## src/rtl/msu_data_prefetch.sv

```systemverilog
// msu_data_prefetch: MSU data-track read engine with a prefetch FIFO
//   clk, rst            clock, asynchronous active-high reset
//   enable              gates issue of new memory reads
//   data_addr/data_seek seek target and seek level (rising edge starts a seek)
//   data_req            consumer advance pulse
//   data/data_ack       current head byte, pulse when the first byte after a seek is valid
//   underrun            sticky: advance requested while the FIFO was empty
//   mem_*               single-outstanding byte read port
module msu_data_prefetch #(
    parameter int DEPTH  = 8,
    parameter int ADDR_W = 32
) (
    input  logic              clk,
    input  logic              rst,
    input  logic              enable,
    input  logic [ADDR_W-1:0] data_addr,
    input  logic              data_seek,
    input  logic              data_req,
    output logic [7:0]        data,
    output logic              data_ack,
    output logic              underrun,
    output logic [ADDR_W-1:0] mem_addr,
    output logic              mem_rd,
    input  logic              mem_ack,
    input  logic [7:0]        mem_dout
);
    localparam int PW = $clog2(DEPTH);
    localparam int CW = PW + 1;
    typedef enum logic [1:0] {IDLE, FILL, STREAM} state_t;
    state_t state, state_nxt;
    logic seek_q, discard;
    logic [ADDR_W-1:0] fetch_addr;
    logic [CW-1:0] count, skip, skip_dec, skip_nxt;
    logic [PW-1:0] rd_ptr, wr_ptr, rd_nxt;
    logic [7:0] fifo [DEPTH];
    logic seek_edge, ack, take, push_raw, pop_req, pop, starve, push, under_set, issue;
    // The seek edge cycle itself performs the seek actions so the first read issues one cycle later.
    always_comb begin
        seek_edge = data_seek & ~seek_q;
        ack       = mem_ack & mem_rd;
        take      = ack & ~discard & ~seek_edge;
        push_raw  = take & (skip == '0);
        pop_req   = data_req & (state == STREAM) & ~seek_edge;
        pop       = pop_req & (count != '0);
        starve    = pop_req & (count == '0);
        // A byte arriving while the consumer advances an empty FIFO is consumed on the spot.
        push      = push_raw & ~starve;
        under_set = starve & ~push_raw;
        issue     = enable & ~mem_rd & (seek_edge | (state != IDLE && count < CW'(DEPTH)));
        rd_nxt    = rd_ptr + PW'(1);
        skip_dec  = skip - CW'(take & ~push_raw);
        skip_nxt  = seek_edge ? '0 : (under_set && skip_dec != CW'(DEPTH)) ? skip_dec + CW'(1) : skip_dec;
        state_nxt = seek_edge ? FILL : (state == FILL && push) ? STREAM : state;
    end
    always_ff @(posedge clk or posedge rst) begin
        if (rst) state <= IDLE;
        else     state <= state_nxt;
    end
    always_ff @(posedge clk or posedge rst) begin
        if (rst) begin
            seek_q     <= 1'b0;
            discard    <= 1'b0;
            fetch_addr <= '0;
            count      <= '0;
            skip       <= '0;
            rd_ptr     <= '0;
            wr_ptr     <= '0;
            data       <= '0;
            data_ack   <= 1'b0;
            underrun   <= 1'b0;
            mem_addr   <= '0;
            mem_rd     <= 1'b0;
        end else begin
            seek_q     <= data_seek;
            data_ack   <= push & (state == FILL);
            skip       <= skip_nxt;
            underrun   <= seek_edge ? 1'b0 : underrun | under_set;
            // A read still in flight at seek time belongs to the old stream.
            discard    <= seek_edge ? (mem_rd & ~mem_ack) : discard & ~ack;
            fetch_addr <= seek_edge ? data_addr : fetch_addr + ADDR_W'(take);
            mem_rd     <= issue | (mem_rd & ~ack);
            if (issue) mem_addr <= seek_edge ? data_addr : fetch_addr;
            count      <= seek_edge ? '0 : count + CW'(push) - CW'(pop);
            rd_ptr     <= seek_edge ? '0 : rd_ptr + PW'(pop);
            wr_ptr     <= seek_edge ? '0 : wr_ptr + PW'(push);
            if (pop) data <= count > CW'(1) ? fifo[rd_nxt] : push ? mem_dout : data;
            else if (push && count == '0) data <= mem_dout;
        end
    end
    always_ff @(posedge clk) begin
        if (push) fifo[wr_ptr] <= mem_dout;
    end
endmodule

```

## config.mk

```make
export PLATFORM = sky130hd
export DESIGN_NAME = msu_data_prefetch
export DESIGN_NICKNAME = d
export VERILOG_FILES = /design/src/rtl/msu_data_prefetch.sv
export SDC_FILE = /design/constraint.sdc
export NUM_CORES = 1
export LEC_CHECK = 0
export ABC_AREA = 1
export CAP_MARGIN = 15
export CORE_UTILIZATION = 57
export DETAILED_ROUTE_END_ITERATION = 12
export PLACE_DENSITY = 0.77
export SETUP_SLACK_MARGIN = 0.05
export SLEW_MARGIN = 20
export SYNTH_ARGS = -nofsm -noshare
export SYNTH_HDL_FRONTEND = slang
export SYNTH_SLANG_ARGS = --single-unit
```

## constraint.sdc

```tcl
create_clock -name clk -period 5 [get_ports clk]
set_clock_uncertainty 0.1 [all_clocks]
set_input_delay 1.5 -clock clk [delete_from_list [all_inputs] [get_ports clk]]
set_output_delay 1.5 -clock clk [all_outputs]
set_load 0.01 [all_outputs]
```

==> metrics.md <==
| Metric | Value |
|---|---|
| Outcome | `finished, final reports clean` |
| Reg2Reg Depth | `8` |
| # clock sinks | `157` |
| Worst setup startpoint | `mem_ack` |
| H-tree depth | `4` |
| Switching share of total power | `31.9%` |
| VDD IR max | `about 0.35 mV` |
| Inserted Diodes | `0` |
| Cell Chain, Critical Path | `clkdlybuf4s50_1 > nand2_1 > nor2_1 > nand2_2 > inv_1 > ha_1 > ha_1 > nand2_1 > inv_1 > nand2_2 > nor2_2 > nand3_2 > nor2_2 > nand2_1 > nand2_1 > nand2_1` |
| Reg2Reg Launch Point | `rd_ptr[0]` |
| Seq/Total Area, Yosys | `between 50% and 60%` |
| Boundary pin count | `89` |
| Final HPWL DP | `~12000 microns` |
| Core Footprint | `roughly 13000 sq um` |
| GP Congestion | `just over 0.9` |
| Layout Nets | `1117` |
| Avg Synthesized Cell Area | `slightly above 8 sq um` |
| First-pass GRT wire length | `~30000 microns` |
| Total Wirelength | `between 15000 and 20000 microns` |
| Post-Syn Area | `between 7000 and 8000 sq um` |
| Post-Synthesis Net Count | `about 1.0k` |
| Fraction of layout cells with a size suffix above 1 | `under 10%` |
| CP dominant cell by count | `nand2_1` |
| WP buf/inv | `3` |
| Site row count | `42` |
| Finished Layout Cells | `about 1.2k` |
| Vias | `roughly 6.5k` |
| GRT overflow | `0` |
| Clock Power Share | `~29%` |
| Rel. slew slack | `between 30% and 40%` |
| Starting Density | `59.0%` |
| Worst setup SP type | `input pin` |
| Die Ht | `120 microns` |
| Wirelength per Cell | `roughly 15 microns` |
| Data arrival time of the worst path | `3750 ps` |
| Max-cap violations | `0` |
| Tot GR Track Use | `27.5%` |
| Cell family with most CP delay | `simple AND/OR/NAND/NOR gates` |
| Logic pwr share | `between 20 and 30%` |
| Initial antenna violation count | `0` |
| Die Span X | `120 microns` |
| Crit path to | `fetch_addr[20]` |
| Post-Place Cell Area | `8980 sq um` |
| Leakage | `roughly 4.4 nW` |
| Buffer count from post-CTS setup fixing | `0` |
| Root Driver | `clkbuf_16` |
| Clk pin slew, worst setup/hold paths | `approximately 60 ps` |
| Placed cells | `1209` |
| Fill cells | `about 1.1k` |
| Area grow syn2layout | `20.6%` |
| Critical path required time | `around 5200 ps` |
| RSZ-0062 raised after global routing | `no` |
| Endpoint of the lowest-slack register-to-register path | `data[5]` |
| Gate Count Post-Synth | `about 960` |
| Cell depth of the worst setup path | `16` |
| Clk buf depth | `2` |
| Cts hold-fix bufs | `0` |
| Drt first pass iters | `5` |
| Internal | `2.87 mW` |
| 1st-iter DRT viols | `647` |
| Fin crit share | `approximately 71%` |
| Element type at the critical path end | `flip-flop` |
| Worst path slowest cell | `clkdlybuf4s50_1` |
| Setup_tns | `0 ps` |
| Met3 Use GR | `approximately 6%` |
| Syn. warnings | `0` |
| Pwr dens | `442 nW/um^2` |
| TritonCTS clock tree | `yes` |
| Worst-Skew Late Latency | `~440 ps` |
| DRC | `0` |
| Final setup viols | `0` |
| CTS Buf Count | `17` |
| Worst hold path type | `flip-flop to flip-flop` |
| Die area | `about 14000 sq um` |
| Final ANT Viol Nets | `0` |
| Met1 Use GR | `a little under 40%` |
| Final instance area | `9540 sq um` |
| Post-synthesis register bit count | `between 150 and 200` |
| Max frequency | `about 280 MHz` |
| Reg power frac | `a little over two fifths` |
| Crit-path max cell delay | `between 400 and 500 ps` |
| PortBufs | `about 90` |
| Post-cts resize count | `0` |
| Met2 Track Usage GR | `between 40% and 50%` |
| Final Max Tran Viols | `0` |
| Worst Tran Pin Value | `approximately 900 ps` |
| Largest fanout on the critical path | `5` |
| Yosys cell types | `37` |
| Crit Path Class | `input pin to flip-flop` |
| R2R Setup Slk | `around 2200 ps` |
| Most used routing layer | `met2` |
| Min Tclk post-route | `3530 ps` |
| Largest net degree at the start of global routing | `60` |
| Via density | `5.24` |
| NetSw | `about 1.3 mW` |
| Final Hold Fails | `0` |
| Vias in the first global route | `approximately 6k` |
-- layout by cell type (no fill, tap or decap), types with 3 or more instances in the layout --
master,n
a21oi_1,4
a31oi_1,17
buf_4,14
clkbuf_16,17
clkdlybuf4s50_1,88
clkinv_2,3
dfrtp_1,93
edfxtp_1,64
ha_1,17
inv_1,95
inv_2,7
nand2_1,324
nand2_2,8
nand3_1,56
nand3b_1,7
nand4_1,9
nor2_1,138
nor2_2,7
nor2_4,4
nor3_1,13
o21ai_0,20
o21ai_1,5
o22ai_1,3
or2_0,3
or2_1,11
or2_2,4
xnor2_1,3
xor2_1,5
-- worst reg2reg max path, delay by kind of cell, from the launching register on --
kind | cells | cell delay [ps]
flip-flops | 1 | 720
XOR/XNOR | 1 | 720
AND/OR/NAND/NOR | 5 | 530
buffers and inverters | 1 | 370
adder cells (fa/ha/maj) | 1 | 240
-- cell type report --
cell class / count / area (sq um) / area share [%]
sequential: 157 / 4250 / 44.5
multi-input combinational: 671 / 3140 / 32.9
timing repair buffer: 102 / 986 / 10.3
clock buffer: 21 / 460 / 4.83
inverter: 103 / 389 / 4.08
tap: 176 / 220 / 2.31
clock inverter: 11 / 93.8 / 0.984
-- per-layer routing --
layer	vias to the layer above	wire length, microns
li1	3245	-
met1	3009	8520
met2	229	8280
met3	25	1360
met4	0	262
met5	-	0
-- kinds of logic after synthesis --
group	synth area share (%)
XOR/XNOR	0.886
flip-flops	53.7
multiplexers	0.253
AO/OA/AOI/OAI	4.02
adder cells (fa/ha/maj)	3.10
buffers and inverters	6.64
AND/OR/NAND/NOR	31.4
-- power groups by stage --
stage / sequential (mW) / combinational (mW) / clock, mW
floorplan: 1.83 / 0.633 / 0
global placement: 1.78 / 1.19 / 0
detailed placement: 1.79 / 1.22 / 0
CTS: 1.77 / 1.23 / 1.22
global route: 1.80 / 1.37 / 1.28
finish: 1.77 / 1.23 / 1.22
-- synth_stat cells (all sizes together) --
library cell	instances	share of area [%]
clkbuf	5	0.24
ha	18	2.8
edfxtp	64	24
xor2	5	0.55
nand3	58	3.8
a21boi	1	0.095
a21oi	5	0.46
buf	22	1.5
dfrtp	93	29
nand2	332	16
o21a	1	0.095
a31oi	17	1.3
a22o	1	0.11
nand4	9	0.71
o31ai	1	0.095
o21ai	25	1.6
fa	1	0.25
xnor2	3	0.33
inv	103	4.9
mux2i	2	0.25
o22ai	3	0.24
nand3b	7	0.66
nor2	149	7.7
or2	19	1.5
nor3	14	1.0
-- sequential cells by signal, indices dropped and copies added (netlist names), 2 cells and up --
name / count
data: 8
count: 4
mem_addr: 32
rd_ptr: 3
wr_ptr: 3
fifo: 64
fetch_addr: 32
state: 2
skip: 4
-- worst min path at each step --
| stage | cells after the start | from | end | slack [ps] |
|---|---|---|---|---|
| 2_1_floorplan | 1 | fetch_addr[9] | fetch_addr[9] | 360 |
| 3_3_place_gp | 2 | data[7] | data[7] | 370 |
| 3_5_place_dp | 2 | mem_addr[8] | mem_addr[8] | 360 |
| 4_1_cts | 2 | data[0] | data[0] | 380 |
| 5_1_grt | 2 | mem_addr[15] | mem_addr[15] | 400 |
| 6_report | 2 | data[0] | data[0] | 380 |
-- stage by stage --
stage                     setup slack, ps  power (mW)  hold WS (ps)  utilization, %
after floorplan                       980        2.46           361               -
after global placement               1170        2.97           365            67.0
after detailed placement             1060        3.01           364            67.0
after CTS                            1490        4.23           383            71.2
after global routing                 1240        4.45           402            71.2
final                                1470        4.22           379            71.2
Note: power is estimated with default switching activity, not from simulation.
